==> src/rtl/seq_bit_serializer_pkg.sv <==
// Shared definitions for the sequence-detector path:
// serializer FSM states, idle level and detector state encodings.
package seq_bit_serializer_pkg;

    typedef enum logic {
        SER_EMPTY = 1'b0,
        SER_SHIFT = 1'b1
    } ser_state_e;

    localparam logic DEFAULT_IDLE_BIT = 1'b0;

    // Detector encodings live here so detector and serializer agree.
    typedef enum logic [2:0] {
        DET_IDLE = 3'd0,
        DET_S1   = 3'd1,
        DET_S10  = 3'd2,
        DET_S101 = 3'd3,
        DET_SEEN = 3'd4
    } det_state_e;

endpackage

==> src/rtl/seq_word_hold_reg.sv <==
// One-entry valid-tagged word register with load and take controls.
// Load wins over take; the serializer never asserts both together.
module seq_word_hold_reg
    import seq_bit_serializer_pkg::*;
#(
    parameter int WORD_W = 8
) (
    input  logic              clk,
    input  logic              reset,
    input  logic              load,
    input  logic [WORD_W-1:0] load_data,
    input  logic              take,
    output logic              full,
    output logic [WORD_W-1:0] data
);

    logic              full_q;
    logic              full_d;
    logic [WORD_W-1:0] data_q;
    logic [WORD_W-1:0] data_d;

    always_comb begin
        full_d = full_q;
        data_d = data_q;
        if (load) begin
            full_d = 1'b1;
            data_d = load_data;
        end else if (take) begin
            full_d = 1'b0;
        end
    end

    always_ff @(posedge clk) begin
        if (reset) begin
            full_q <= 1'b0;
            data_q <= '0;
        end else begin
            full_q <= full_d;
            data_q <= data_d;
        end
    end

    assign full = full_q;
    assign data = data_q;

endmodule

==> src/rtl/seq_bit_serializer.sv <==
// Parallel-to-serial front end feeding the sequence detector.
// A holding register lets back-to-back words stream without a gap.
module seq_bit_serializer
    import seq_bit_serializer_pkg::*;
#(
    parameter int WORD_W    = 8,
    parameter bit MSB_FIRST = 1'b1,
    parameter bit IDLE_BIT  = DEFAULT_IDLE_BIT
) (
    input  logic              clk,
    input  logic              reset,
    input  logic [WORD_W-1:0] in_data,
    input  logic              in_valid,
    output logic              in_ready,
    output logic              out_bit,
    output logic              out_valid,
    output logic              out_last,
    output logic              busy
);

    localparam int CW = $clog2(WORD_W);

    ser_state_e        state_q;
    ser_state_e        state_d;
    logic [WORD_W-1:0] shift_q;
    logic [WORD_W-1:0] shift_d;
    logic [CW-1:0]     cnt_q;
    logic [CW-1:0]     cnt_d;

    logic              hold_full;
    logic [WORD_W-1:0] hold_data;
    logic              hold_load;
    logic              hold_take;
    logic              accept;
    logic              last_bit;
    logic              head_bit;
    logic [WORD_W-1:0] shifted;

    assign accept   = in_valid && !hold_full;
    assign last_bit = (state_q == SER_SHIFT) && (cnt_q == CW'(WORD_W - 1));
    assign head_bit = MSB_FIRST ? shift_q[WORD_W-1] : shift_q[0];
    assign shifted  = MSB_FIRST ? {shift_q[WORD_W-2:0], IDLE_BIT}
                                : {IDLE_BIT, shift_q[WORD_W-1:1]};

    always_ff @(posedge clk) begin
        if (reset) begin
            state_q <= SER_EMPTY;
            shift_q <= '0;
            cnt_q   <= '0;
        end else begin
            state_q <= state_d;
            shift_q <= shift_d;
            cnt_q   <= cnt_d;
        end
    end

    always_comb begin
        state_d = state_q;
        unique case (state_q)
            SER_EMPTY: if (accept) state_d = SER_SHIFT;
            SER_SHIFT: if (last_bit && !hold_full && !accept) state_d = SER_EMPTY;
        endcase
    end

    // On the last bit the next word comes from hold first, else straight from the input.
    always_comb begin
        shift_d   = shift_q;
        cnt_d     = cnt_q;
        hold_load = 1'b0;
        hold_take = 1'b0;
        unique case (state_q)
            SER_EMPTY: begin
                if (accept) begin
                    shift_d = in_data;
                    cnt_d   = '0;
                end
            end
            SER_SHIFT: begin
                shift_d = shifted;
                cnt_d   = cnt_q + CW'(1);
                if (last_bit) begin
                    cnt_d = '0;
                    if (hold_full) begin
                        shift_d   = hold_data;
                        hold_take = 1'b1;
                    end else if (accept) begin
                        shift_d = in_data;
                    end
                end else if (accept) begin
                    hold_load = 1'b1;
                end
            end
        endcase
    end

    always_comb begin
        out_valid = (state_q == SER_SHIFT);
        out_bit   = out_valid ? head_bit : IDLE_BIT;
        out_last  = last_bit;
        in_ready  = !hold_full;
        busy      = out_valid || hold_full;
    end

    seq_word_hold_reg #(
        .WORD_W(WORD_W)
    ) u_hold (
        .clk      (clk),
        .reset    (reset),
        .load     (hold_load),
        .load_data(in_data),
        .take     (hold_take),
        .full     (hold_full),
        .data     (hold_data)
    );

endmodule
==> config.mk <==
export PLATFORM = sky130hd
export DESIGN_NAME = seq_bit_serializer
export DESIGN_NICKNAME = d
export VERILOG_FILES = /design/src/rtl/seq_bit_serializer_pkg.sv /design/src/rtl/seq_word_hold_reg.sv /design/src/rtl/seq_bit_serializer.sv
export SDC_FILE = /design/constraint.sdc
export NUM_CORES = 1
export LEC_CHECK = 0
export BUFFER_PORTS_ARGS = -buffer_cell sky130_fd_sc_hd__buf_4
export CAP_MARGIN = 20
export CORE_UTILIZATION = 45
export CTS_BUF_LIST = sky130_fd_sc_hd__clkbuf_8
export DETAILED_ROUTE_END_ITERATION = 8
export PLACE_DENSITY = 0.66
export SYNTH_ARGS = -nofsm -noshare
export SYNTH_HDL_FRONTEND = slang
export SYNTH_SLANG_ARGS = --single-unit
==> constraint.sdc <==
create_clock -name clk -period 1.6 [get_ports clk]
set_clock_uncertainty 0.05 [all_clocks]
set_input_delay 0.32 -clock clk [delete_from_list [all_inputs] [get_ports clk]]
set_output_delay 0.32 -clock clk [all_outputs]
set_load 0.05 [all_outputs]
==> results of run 1 <==
==> path summary, 6_finish.rpt <==
| check | from | to | slack [ns] | cells past startpoint |
|---|---|---|---|---|
| hold reg to reg | u_hold.data[4] | u_hold.data[4] | 0.43 | 2 |
| setup / recovery | cnt_q[1] | out_last | 0.009 | 4 |
| hold / removal | in_data[4] | u_hold.data[4] | 0.26 | 3 |
| setup reg to reg | cnt_q[1] | shift_q[7] | 0.10 | 5 |
==> registers in the layout, indices dropped and copies added, names as in the netlist <==
name and flops:
u_hold.full 1, shift_q 8, u_hold.data 8, cnt_q 3
out_valid 1
==> power breakdown <==
| part | switching, W | leakage, nW | internal (W) | total (W) |
|---|---|---|---|---|
| sequential | 0.0000319 | 0.173 | 0.000552 | 0.000584 |
| clock | 0.000179 | 0.0255 | 0.000174 | 0.000353 |
| combinational | 0.000108 | 0.245 | 0.0000752 | 0.000184 |
| total | 0.000319 | 0.443 | 0.000801 | 0.00112 |
==> cell type report <==
class	count	area share, %
Multi-Input combinational cell	84	45.1
Sequential cell	21	35.3
Timing Repair Buffer	19	12.4
Clock buffer	3	3.41
Tap cell	27	2.79
Inverter	2	0.620
Clock inverter	1	0.414
==> per-layer routing <==
metal | vias to the layer above | routed length (um)
li1 | 458 | -
met1 | 454 | 1060
met2 | 43 | 1080
met3 | 4 | 150
met4 | 0 | 19
met5 | - | 0
==> through the flow <==
stage                     hold slack (ns)  instance area, um2  instances
after floorplan                     0.399                1010        118
after global placement              0.414                1120        152
after detailed placement            0.422                1120        152
after CTS                           0.256                1210        157
after global routing                0.263                1210        157
final                               0.259                1210        157
==> worst max-delay path, cell delays in order, from the launching register on <==
cell	delay (ns)
sky130_fd_sc_hd__dfxtp_2	0.34
sky130_fd_sc_hd__ha_4	0.16
sky130_fd_sc_hd__ha_4	0.17
sky130_fd_sc_hd__and2_4	0.14
sky130_fd_sc_hd__buf_8	0.14
==> logic make-up (layout without fill, tap and decap cells) <==
family                     after synthesis  in the layout  share of synthesized area, %
DFF                                     21             21                          41.7
buffers and inverters                   13             25                          7.32
muxes                                    1              1                         0.993
adders and majority gates                2              2                          2.48
AOI/OAI and AO/OA                       40             40                          25.3
and+or+nand+nor                         41             41                          22.2
==> Yosys cell counts (all sizes together) <==
cell type,count
nand3,13
and2,2
and3,2
or3,1
inv,2
a21o,1
nand2b,3
ha,2
clkbuf,2
a211oi,2
o22ai,1
nand2,9
nor3,2
o21ai,10
a31oi,7
buf,9
nor2b,5
dfxtp,21
and4bb,1
mux2i,1
nor2,3
a32oi,9
a21oi,10
==> timing repair <==
| item | in CTS | in global routing |
|---|---|---|
| setup buffers | 1 | 0 |
| resized for setup | 10 | 1 |
| setup endpoints to repair | 8 | 4 |
| pin swaps | 0 | 1 |
==> summary by stage, run 1 <==
Global routing
The overall overflow remaining after global route is 0. The global routing met1 resource utilization is roughly 28%. In this run the most used layer during global routing was met2. The initial antenna violation count is 0. The global-route usage over all layers is between 20% and 30%. The number of global-route vias before repair is 860. The first global-routing pass estimated between 3000 and 4000 um of wire.

The largest net degree at the start of global routing is 24. The global routing usage on met2 is 33.6%. For met3 alone, demand over resource in global routing was about 4.7%.

Logic synthesis
Summed over its instances, the top area cell type makes up roughly two fifths of the synthesized netlist area. Counting every net in the synthesized netlist gives 131. The cell area that synthesis handed to floorplanning was ~1000 um2.

After synthesis the netlist holds a flip-flop and latch count of 21. Yosys attributes the largest share of cell area to sky130_fd_sc_hd__dfxtp_1 (42%), sky130_fd_sc_hd__a32oi_1 (7.8%), sky130_fd_sc_hd__nand3_1 (6.5%). The synthesized area divided by synthesized cell count is about 8.5 um2. The count of distinct cell types in the synthesized netlist is 29. The largest area contributor in the netlist is sky130_fd_sc_hd__dfxtp_1. In the synthesized netlist, the number of instances is 118. For this run, the number of Yosys warnings is 0. The proportion of synthesized chip area in sequential cells is between 40% and 50%.

Setup path
STA classifies the critical path startpoint as a register. The kind of end point of the critical path is an output port. The data required time at the worst endpoint is about 1.2 ns. The arrival time of data at the critical path endpoint is between 1 and 1.5 ns. Of all nets on the critical path, the largest fanout is 7. The critical path in this run is classified as reg2out.

Clocking
CTS built an H-tree with a depth of 1. The number of CTS-inserted buffers is 3. The clock transition at the registers of the reported paths is 0.08 ns. In this run the deepest clock path goes through 2 buffers. The clock insertion delay at the later pin of the skew report is 0.26 ns.

For this design, the CTS-stage hold fixing added 0 buffers. The clock drives 21 sinks. TritonCTS built the clock tree. The root buffer selected by CTS is sky130_fd_sc_hd__clkbuf_8.

Drt
The initial detailed-routing violation count is 36. The total via count after detailed routing is between 900 and 1,000. For this run, design rule violations remaining after detail routing come to 0. The average vias per placed instance is around 6. In this run the remaining antenna-violating nets after routing total 0.

Dividing the detail-routed wire length by the instance count gives about 15 um. The routed wire length is about 2300 um. The detailed-router iteration count before antenna repair is 4.

Die
The total area inside the core boundary comes to approximately 2000 um2. Measured along the x axis, the die boundary spans 49.3 um. The die extent in y is around 49 um.

The number of placement rows is 16. For this design the top-level I/O count stands at 16. The die covers roughly 2400 um2. The initial core utilization is between 40% and 50%.

STA
The clock period minus final worst setup slack is ~1.6 ns. The headroom to the max-slew limit is about three quarters. Setup repair after global routing could not meet its margin everywhere. The setup TNS is 0 ns. The max-slew violation count is 0. The maximum frequency from static timing analysis is 629 MHz. The count of final hold-check violations is 0. The final setup slack of the worst path is between 0.009 and 0.01 ns.

The setup-violating endpoint count in the final report is 0. The slew of the pin with the lowest slew margin is around 0.35 ns. The share of the clock period used by the worst path is around 100%.

Place
Buffers placed on the I/O ports in this run total 15. The congestion estimate from routability-driven global placement came to about 0.77. At the placement stage, the worst setup path has a slack of -0.0173 ns. The post-detailed-placement half-perimeter wirelength is roughly 1500 um.

Pwr
For this design the static power due to leakage is about 0.44 nW. The worst IR drop on VDD is between 0.6 and 0.7 mV. The total power density per cell area is about 930 nW/um2. The design draws approximately 0.0011 W.

Finish
The area added between synthesis and finish is 20.0%. The repair_antennas step left the layout with diodes totalling 0. The post-route netlist has approximately 28% of its cells at a drive strength greater than 1. The final-layout fill cell count is between 200 and 250.

The post-route core utilization is roughly three fifths. In the layout the commonest cells are sky130_fd_sc_hd__dfxtp_1 (18), sky130_fd_sc_hd__buf_4 (18), sky130_fd_sc_hd__nand3_1 (13), sky130_fd_sc_hd__a21oi_1 (10), sky130_fd_sc_hd__a32oi_1 (9). The area taken by multi-input logic gates is ~550 um2. In the final design database the tool counted between 100 and 150 nets.

The sequential standard cell area is 427 um2.

Outcome
The run finished with clean final reports.

Min path
The class of the tightest hold or removal check is in2reg.

Run
Across the run, the number of max-cap violations was 0.
(Power assumes the default switching activity.)
==> run 2, diff against run 1 <==
SYNTH_HIERARCHICAL = 1   (was default)
==> run 2 against run 1 <==
The flow now finishes with violations (setup timing). Power is 4.7% higher. Fmax is 4.7% lower. Critical path type unchanged. Sequential share of layout area is 3.9 points lower. Largest cell class unchanged. Highest routed layer unchanged.
==> summary by stage, run 2 <==
Min path
The cell depth of the worst hold path is 3 (unchanged). The class of the tightest hold or removal check is in2reg (unchanged). The endpoint of the worst hold path was u_hold/data[0] (was u_hold.data[4]). The startpoint of the most critical hold path is in_data[0] (was in_data[4]).

Outcome
Status: finished, violations left (was finished, final reports clean). The final reports fail on setup timing.

Drt
The detailed-router iteration count before antenna repair is 4 (unchanged). The routed wire length is 2450 um (was 2310 um). The number of remaining DRC errors is 0 (unchanged). The average vias per placed instance is 5.65 (was 6.11). The number of nets with antenna violations after routing is 0 (unchanged).

The routed wirelength normalized by instance count was 15.2 um (was 14.7 um). The total via count after detailed routing came to 909 (was 959). The initial detailed-routing violation count is 28 (was 36).

STA
The headroom to the max-slew limit came to 78.7% (was 77.0%). The count of final hold-check violations is 0 (unchanged). The final hold slack is 0.260 ns (was 0.259 ns).

The setup-violating endpoint count in the final report is 1 (was 0). The maximum frequency from static timing analysis is 599 MHz (was 629 MHz). RSZ-0062 raised after global routing: yes (unchanged). The clock period minus final worst setup slack came to 1.67 ns (was 1.59 ns). The slew of the pin with the lowest slew margin is 0.311 ns (was 0.346 ns). The final setup slack of the worst path was -0.0690 ns (was 0.00943 ns). The max-slew violation count is 0 (unchanged).

The share of the clock period used by the worst path is 104% (was 99.4%).

Place
The cell count after placement is 155 (was 152). The count of input and output buffers is 15 (unchanged). The post-detailed-placement half-perimeter wirelength is 1560 um (was 1470 um). The worst slack at placement is 0.0244 ns (was -0.0173 ns). The routability congestion estimate from global placement is 0.794 (was 0.767).

Die
The die extent in y is 50.5 um (was 49.3 um). The count of boundary I/O pins is 16 (unchanged). The die area came to 2550 um2 (was 2430 um2). The initial core utilization is 47.8% (was 49.4%). The number of placement rows is 17 (was 16). The die boundary width is 50.5 um (was 49.3 um).

The placeable core region is 2210 um2 (was 2040 um2).

Setup path
The reg-to-reg setup timing slack is 0 ns (was 0.10 ns). The arrival time of data at the critical path endpoint came to 1.30 ns (was 1.22 ns). The data required time at the worst endpoint came to 1.23 ns (about the same). The critical path startpoint category is a register (unchanged).

The critical register-to-register path endpoint was shift_q[1] (was shift_q[7]). The startpoint of the most critical register-to-register path is cnt_q[1] (unchanged). The cell depth of the worst flop-to-flop path came to 9 (was 5). The kind of end point of the critical path was an output port (unchanged).

The type of the worst setup path is reg2out (unchanged). The largest driver fanout on the critical path is 2 (was 7).

Finish
The area taken by multi-input logic gates is 626 um2 (was 546 um2). The share of final-layout standard cells stronger than drive strength 1 is 42.1% (was 28.5%). The final-layout fill cell count is 202 (was 206). The area added between synthesis and finish was 29.0% (was 20.0%). The post-route non-filler standard cell count is 161 (was 157). The most frequent standard cell in the layout excluding fill and tap cells is sky130_fd_sc_hd__buf_4. The sequential standard cell area was 428 um2 (was 427 um2). Commonest non-fill, non-tap cells in the layout: sky130_fd_sc_hd__buf_4 (21), sky130_fd_sc_hd__dfxtp_1 (17), sky130_fd_sc_hd__nor2_1 (14) (was sky130_fd_sc_hd__dfxtp_1 (18), sky130_fd_sc_hd__buf_4 (18), sky130_fd_sc_hd__nand3_1 (13), sky130_fd_sc_hd__a21oi_1 (10), sky130_fd_sc_hd__a32oi_1 (9)). The number of antenna cells inserted is 0 (unchanged). The net count reported at finish is 147 (was 144).

Clocking
The clock transition at the registers of the reported paths is 0.08 ns (about the same). The root buffer selected by CTS was sky130_fd_sc_hd__clkbuf_8 (unchanged). The maximum count of clock buffers along a single path came to 2 (unchanged).

The number of CTS-inserted buffers is 3 (unchanged). The H-tree level count was 1 (unchanged). The TritonCTS clock tree is built (unchanged). The count of clock tree sinks is 21 (unchanged). The clock insertion delay at the later pin of the skew report was 0.25 ns (was 0.26 ns).

Pwr
The worst IR drop on VDD is 0.504 mV (was 0.621 mV). The total power density per cell area came to 860 nW/um2 (was 926 nW/um2). The leakage power summed over all cells came to 0.538 nW (was 0.443 nW).

Logic synthesis
The number of cells produced by synthesis is 113 (was 118). Top cells by count, synth: sky130_fd_sc_hd__dfxtp_1 (21), sky130_fd_sc_hd__nor2_1 (16), sky130_fd_sc_hd__a21oi_1 (9), sky130_fd_sc_hd__nand2_1 (9), sky130_fd_sc_hd__mux2i_1 (8) (was sky130_fd_sc_hd__dfxtp_1 (21), sky130_fd_sc_hd__nand3_1 (13), sky130_fd_sc_hd__a21oi_1 (10), sky130_fd_sc_hd__a32oi_1 (9), sky130_fd_sc_hd__nand2_1 (9)). The area share of the leading cell type in the synthesized netlist is 39.8% (was 41.7%). The netlist area before placement was 1060 um2 (was 1010 um2).

The predominant post-synthesis flop cell was sky130_fd_sc_hd__dfxtp_1 (unchanged). The number of flops mapped to enable cells by yosys is 0 (unchanged). The library cell with the highest instance count after synthesis is sky130_fd_sc_hd__dfxtp_1 (unchanged). The number of synthesized register bits is 21 (unchanged). The number of warning messages in the yosys log came to 6 (was 0). The count of distinct cell types in the synthesized netlist is 28 (was 29).

The net count after synthesis is 126 (was 131). The largest area contributor in the netlist was sky130_fd_sc_hd__dfxtp_1 (unchanged). The synthesized area divided by synthesized cell count is 9.36 um2 (was 8.55 um2). Leading cell types by total area after synthesis: sky130_fd_sc_hd__dfxtp_1 (40%), sky130_fd_sc_hd__mux2i_1 (7.6%), sky130_fd_sc_hd__a32o_1 (6.6%) (was sky130_fd_sc_hd__dfxtp_1 (42%), sky130_fd_sc_hd__a32oi_1 (7.8%), sky130_fd_sc_hd__nand3_1 (6.5%)). The share of flip-flops with an asynchronous set or reset after synthesis is 0% (unchanged). The proportion of synthesized chip area in sequential cells is 39.8% (was 41.7%).

Global routing
The number of global-route vias before repair is 848 (was 860). The overall overflow remaining after global route came to 0 (unchanged). The global-route usage over all layers is 20.7% (was 21.1%).

The initial antenna violation count is 0 (unchanged). The largest net degree at the start of global routing was 22 (was 24). The first-pass GRT wire length came to 3890 um (was 3970 um).

Run
The number of violations of the max-capacitance limit is 0 (unchanged).
## run 2: per-layer routing
metal | GRT usage [%] | part of all wire [%]
met1 | 26.2 | 48
met2 | 34.0 | 49
met3 | 3.94 | 2.2
met4 | 9.26 | 1.2
met5 | 0 | 0
## run 2: worst max path at each step
stage | from | to | slack (ns) | cells past startpoint
6_report | cnt_q[1] | out_last | -0.07 | 5
5_1_grt | cnt_q[1] | out_last | -0.10 | 5
4_1_cts | cnt_q[0] | out_last | -0.06 | 5
3_5_place_dp | cnt_q[0] | u_hold/data[3] | 0.02 | 7
3_3_place_gp | cnt_q[0] | u_hold/data[1] | 0.06 | 7
2_1_floorplan | out_valid | busy | -0.002 | 3
## run 2: logic make-up after synthesis
| group | after synthesis | synth area share (%) |
|---|---|---|
| multiplexers | 15 | 15.7 |
| flip-flops | 21 | 39.8 |
| AO/OA/AOI/OAI | 31 | 21.5 |
| AND/OR/NAND/NOR | 32 | 13.6 |
| adder cells (fa/ha/maj) | 2 | 2.37 |
| buffers and inverters | 12 | 6.98 |
## run 2: per-stage QoR
| step | cell area (um2) | util (%) | TNS [ns] | total power, W |
|---|---|---|---|---|
| 2_1_floorplan | 1070 | - | -0.00151 | 0.000753 |
| 3_3_place_gp | 1220 | 55.3 | 0 | 0.000820 |
| 3_5_place_dp | 1220 | 55.3 | 0 | 0.000826 |
| 4_1_cts | 1330 | 59.9 | -0.0585 | 0.00116 |
| 5_1_grt | 1360 | 61.7 | -0.340 | 0.00122 |
| 6_report | 1360 | 61.7 | -0.0690 | 0.00117 |
## run 2: where the power goes
group | internal, W | switching [W] | leakage (nW) | total, W
Clock | 0.000171 | 0.000168 | 0.0269 | 0.000339
Combinational | 0.000121 | 0.000131 | 0.338 | 0.000251
Sequential | 0.000554 | 0.0000296 | 0.173 | 0.000583
## run 2: cell type report
| cell class | count | share of cell area (%) |
|---|---|---|
| clock buffers | 3 | 3.03 |
| clock inverters | 1 | 0.275 |
| inverters | 3 | 1.10 |
| multi-input cells | 80 | 45.9 |
| flip-flops and latches | 21 | 31.4 |
| well taps | 28 | 2.57 |
| repair buffers | 25 | 15.8 |
## run 2: repair_timing
item                                    in CTS  in global routing
buffers inserted                             2                  0
hold buffers                                 0                  0
pin swaps                                    0                  3
endpoints found under the setup margin       2                 12
resized for setup                           10                 13
## run 2: worst max-delay path, cell delays in order, from the launching register on
cell                      delay (ns)
sky130_fd_sc_hd__dfxtp_2        0.34
sky130_fd_sc_hd__ha_4           0.16
sky130_fd_sc_hd__ha_4           0.15
sky130_fd_sc_hd__buf_6          0.11
sky130_fd_sc_hd__and2_4         0.13
sky130_fd_sc_hd__buf_8          0.14
==> run 3, diff against run 2 <==
ABC_AREA = 1   (was default)
BUFFER_PORTS_ARGS = -buffer_cell sky130_fd_sc_hd__buf_2   (was -buffer_cell sky130_fd_sc_hd__buf_4)
==> run 3 against run 2 <==
The run still ends with setup timing left. Final area fell by 4.4%. Clock power barely moved. Clock-buffer cell count is the same.
==> summary by stage, run 3 <==
Finish
The most frequent standard cell in the layout excluding fill and tap cells is sky130_fd_sc_hd__nand2_1 (was sky130_fd_sc_hd__buf_4). The area added between synthesis and finish came to 24.0% (was 29.0%). The number of antenna cells inserted is 0 (unchanged).

The share of final-layout standard cells stronger than drive strength 1 is 29.5% (was 42.1%). The post-route non-filler standard cell count is 204 (was 161). The final cell area excluding filler cells is 1300 um2 (was 1360 um2). The net count reported at finish is 190 (was 147).

Commonest non-fill, non-tap cells in the layout: sky130_fd_sc_hd__nand2_1 (43), sky130_fd_sc_hd__dfxtp_1 (18), sky130_fd_sc_hd__nand3_1 (17), sky130_fd_sc_hd__nor2_1 (17) (was sky130_fd_sc_hd__buf_4 (21), sky130_fd_sc_hd__dfxtp_1 (17), sky130_fd_sc_hd__nor2_1 (14)).

Logic synthesis
The share of flip-flops with an asynchronous set or reset after synthesis is 0% (unchanged). The predominant post-synthesis flop cell is sky130_fd_sc_hd__dfxtp_1 (unchanged). The number of warning messages in the yosys log is 6 (unchanged). Leading cell types by total area after synthesis: sky130_fd_sc_hd__dfxtp_1 (40%), sky130_fd_sc_hd__nand2_1 (15%), sky130_fd_sc_hd__nand3_1 (8.1%) (was sky130_fd_sc_hd__dfxtp_1 (40%), sky130_fd_sc_hd__mux2i_1 (7.6%), sky130_fd_sc_hd__a32o_1 (6.6%)). Top cells by count, synth: sky130_fd_sc_hd__nand2_1 (43), sky130_fd_sc_hd__dfxtp_1 (21), sky130_fd_sc_hd__nor2_1 (18), sky130_fd_sc_hd__nand3_1 (17), sky130_fd_sc_hd__inv_1 (15) (was sky130_fd_sc_hd__dfxtp_1 (21), sky130_fd_sc_hd__nor2_1 (16), sky130_fd_sc_hd__a21oi_1 (9), sky130_fd_sc_hd__nand2_1 (9), sky130_fd_sc_hd__mux2i_1 (8)).

The netlist area before placement is 1050 um2 (was 1060 um2). The proportion of synthesized chip area in sequential cells is 40.0% (was 39.8%). The count of distinct cell types in the synthesized netlist was 17 (was 28). The number of synthesized register bits was 21 (unchanged).

The synthesized area divided by synthesized cell count came to 6.91 um2 (was 9.36 um2). The net count after synthesis came to 165 (was 126). The area share of the leading cell type in the synthesized netlist is 40.0% (was 39.8%). The library cell with the highest instance count after synthesis is sky130_fd_sc_hd__nand2_1 (was sky130_fd_sc_hd__dfxtp_1).

The largest area contributor in the netlist is sky130_fd_sc_hd__dfxtp_1 (unchanged). The number of flops mapped to enable cells by yosys is 0 (unchanged). The number of cells produced by synthesis came to 152 (was 113).

Setup path
Cell Chain, Critical Path: ha_4, ha_4, nand2_4, clkinvlp_4, buf_8 (was ha_4, ha_4, buf_6, and2_4, buf_8). The kind of end point of the critical path is an output port (unchanged). The largest driver fanout on the critical path is 2 (unchanged). The startpoint of the most critical register-to-register path is cnt_q[1] (unchanged). The cell occurring most often along the worst timing path was sky130_fd_sc_hd__ha_4 (unchanged). The buffer and inverter count on the worst path is 2 (unchanged). The reg-to-reg setup timing slack is 0.08 ns (was 0 ns). The origin of the worst setup path is cnt_q[1] (unchanged). The slowest library cell on the worst path was sky130_fd_sc_hd__dfxtp_2 (unchanged). The cell depth of the worst flop-to-flop path is 10 (was 9). The number of cells on the critical path is 5 (unchanged). The timing endpoint of the critical path is out_last (unchanged). The category of cells accounting for the largest share of critical-path delay is flip-flops (unchanged). The delay of the slowest cell on the worst path was 0.34 ns (about the same). The arrival time of data at the critical path endpoint was 1.24 ns (was 1.30 ns).

The type of the worst setup path was reg2out (unchanged). The data required time at the worst endpoint came to 1.23 ns (about the same). The critical register-to-register path endpoint is shift_q[1] (unchanged). The critical path startpoint category is a register (unchanged).

Global routing
The largest net degree at the start of global routing is 13 (was 22). The overall overflow remaining after global route is 0 (unchanged). The global-route usage over all layers is 22.7% (was 20.7%). The initial antenna violation count came to 0 (unchanged). The number of global-route vias before repair was 971 (was 848). The first-pass GRT wire length is 4290 um (was 3890 um).

STA
RSZ-0062 raised after global routing: yes (unchanged). The count of final hold-check violations is 0 (unchanged). The slew of the pin with the lowest slew margin is 0.274 ns (was 0.311 ns).

The headroom to the max-slew limit is 81.6% (was 78.7%). The setup-violating endpoint count in the final report came to 1 (unchanged). The final setup slack of the worst path was -0.00919 ns (was -0.0690 ns). The clock period minus final worst setup slack came to 1.61 ns (was 1.67 ns).

The setup TNS was -0.00919 ns (was -0.0690 ns). The max-slew violation count came to 0 (unchanged). The share of the clock period used by the worst path is 101% (was 104%). The maximum frequency from static timing analysis is 621 MHz (was 599 MHz).

Clocking
The count of clock tree sinks came to 21 (unchanged). The maximum count of clock buffers along a single path came to 2 (unchanged). The TritonCTS clock tree is built (unchanged). The root buffer selected by CTS is sky130_fd_sc_hd__clkbuf_8 (unchanged). The number of CTS-inserted buffers is 3 (unchanged). The clock insertion delay at the later pin of the skew report was 0.26 ns (was 0.25 ns). The H-tree level count is 1 (unchanged). The clock transition at the registers of the reported paths is 0.08 ns (about the same). The hold buffer count at CTS is 0 (unchanged).

Die
The count of boundary I/O pins is 16 (unchanged). The die boundary width is 50.3 um (was 50.5 um). The die area was 2530 um2 (was 2550 um2). The placeable core region was 2210 um2 (unchanged). The initial core utilization came to 47.5% (was 47.8%). The die extent in y is 50.3 um (was 50.5 um). The number of placement rows is 17 (unchanged).

Drt
The number of nets with antenna violations after routing is 0 (unchanged). The number of remaining DRC errors is 0 (unchanged). The routed wirelength normalized by instance count is 12.2 um (was 15.2 um). The routed wire length is 2480 um (was 2450 um).

The initial detailed-routing violation count is 24 (was 28). The detailed-router iteration count before antenna repair was 4 (unchanged). The total via count after detailed routing was 988 (was 909).

The average vias per placed instance is 4.84 (was 5.65).

Pwr
The worst IR drop on VDD is 0.466 mV (was 0.504 mV). The total power after layout was 0.00114 W (was 0.00117 W). The leakage power summed over all cells is 0.620 nW (was 0.538 nW). The total power density per cell area came to 873 nW/um2 (was 860 nW/um2).

Place
The routability congestion estimate from global placement is 0.806 (was 0.794). The worst slack at placement came to 0.0466 ns (was 0.0244 ns). The placed standard-cell area is 1170 um2 (was 1220 um2). The count of input and output buffers is 15 (unchanged). The cell count after placement is 195 (was 155). The post-detailed-placement half-perimeter wirelength is 1680 um (was 1560 um).

Outcome
Status: finished, violations left (unchanged). Violated checks: setup timing (unchanged).

Run
The number of violations of the max-capacitance limit is 0 (unchanged).

Min path
The class of the tightest hold or removal check is in2reg (unchanged).
## run 3: cell types whose count changed after synthesis, moves of 5 or more
| cell | change |
|---|---|
| sky130_fd_sc_hd__a21oi_1 | -6 |
| sky130_fd_sc_hd__a21oi_2 | +8 |
| sky130_fd_sc_hd__a22oi_1 | -7 |
| sky130_fd_sc_hd__a32o_1 | -7 |
| sky130_fd_sc_hd__inv_1 | +12 |
| sky130_fd_sc_hd__mux2_2 | -5 |
| sky130_fd_sc_hd__mux2i_1 | -8 |
| sky130_fd_sc_hd__nand2_1 | +34 |
| sky130_fd_sc_hd__nand3_1 | +17 |
| sky130_fd_sc_hd__o21ai_0 | +10 |
## run 3: stage by stage
| stage | utilization (%) | hold WS [ns] |
|---|---|---|
| floorplan | - | 0.332 |
| global placement | 52.7 | 0.392 |
| detailed placement | 52.7 | 0.419 |
| CTS | 58.0 | 0.241 |
| global route | 58.9 | 0.251 |
| finish | 58.9 | 0.248 |
## run 3: cells by family after synthesis
group	synth area share (%)
flip-flops	40.0
buffers and inverters	10.4
AND/OR/NAND/NOR	33.3
AO/OA/AOI/OAI	13.9
adder cells (fa/ha/maj)	2.38
## run 3: timing repair
action                     CTS  global route
buffers inserted             4             0
pin swaps                    0             2
setup endpoints to repair    1            14
gates cloned                 0             1
gates resized for setup     10             5
hold endpoints to repair     0             0
## run 3: worst min-delay path, cell delays in order
cell,delay [ns]
sky130_fd_sc_hd__buf_2,0.09
sky130_fd_sc_hd__nor2_1,0.04
sky130_fd_sc_hd__nor2_1,0.08
## run 3: metal layers
layer	track usage, %	share of wire, %	routed length (um)	up-vias
met5	0	0	0	-
met4	8.80	0.40	10	0
met3	1.82	1.6	39	2
met2	38.0	50	1230	11
met1	30.1	48	1200	448
li1	-	-	-	527
## run 3: final cells by class
class                      instances  area (um2)
clock buffer                       3        41.3
clock inverter                     1        3.75
fill                             224         908
inverter                          19        80.1
multi-input combinational        109         571
sequential                        21         424
tap                               28        35.0
timing repair buffer              23         149
## run 3: worst min path at each step
| stage | start | end | slack (ns) | cells past startpoint |
|---|---|---|---|---|
| global route | in_data[3] | u_hold/data[3] | 0.25 | 3 |
| CTS | in_data[3] | u_hold/data[3] | 0.24 | 3 |
| detailed placement | u_hold/full | u_hold/full | 0.42 | 2 |
| global placement | cnt_q[0] | cnt_q[0] | 0.39 | 1 |
| floorplan | reset | u_hold/full | 0.33 | 1 |
| finish | in_data[1] | u_hold/data[1] | 0.25 | 3 |
## run 3: where the power goes
group	switching (W)	internal [W]	leakage, nW
combinational	0.000137	0.0000718	0.420
clock	0.000172	0.000171	0.0269
sequential	0.0000264	0.000559	0.173
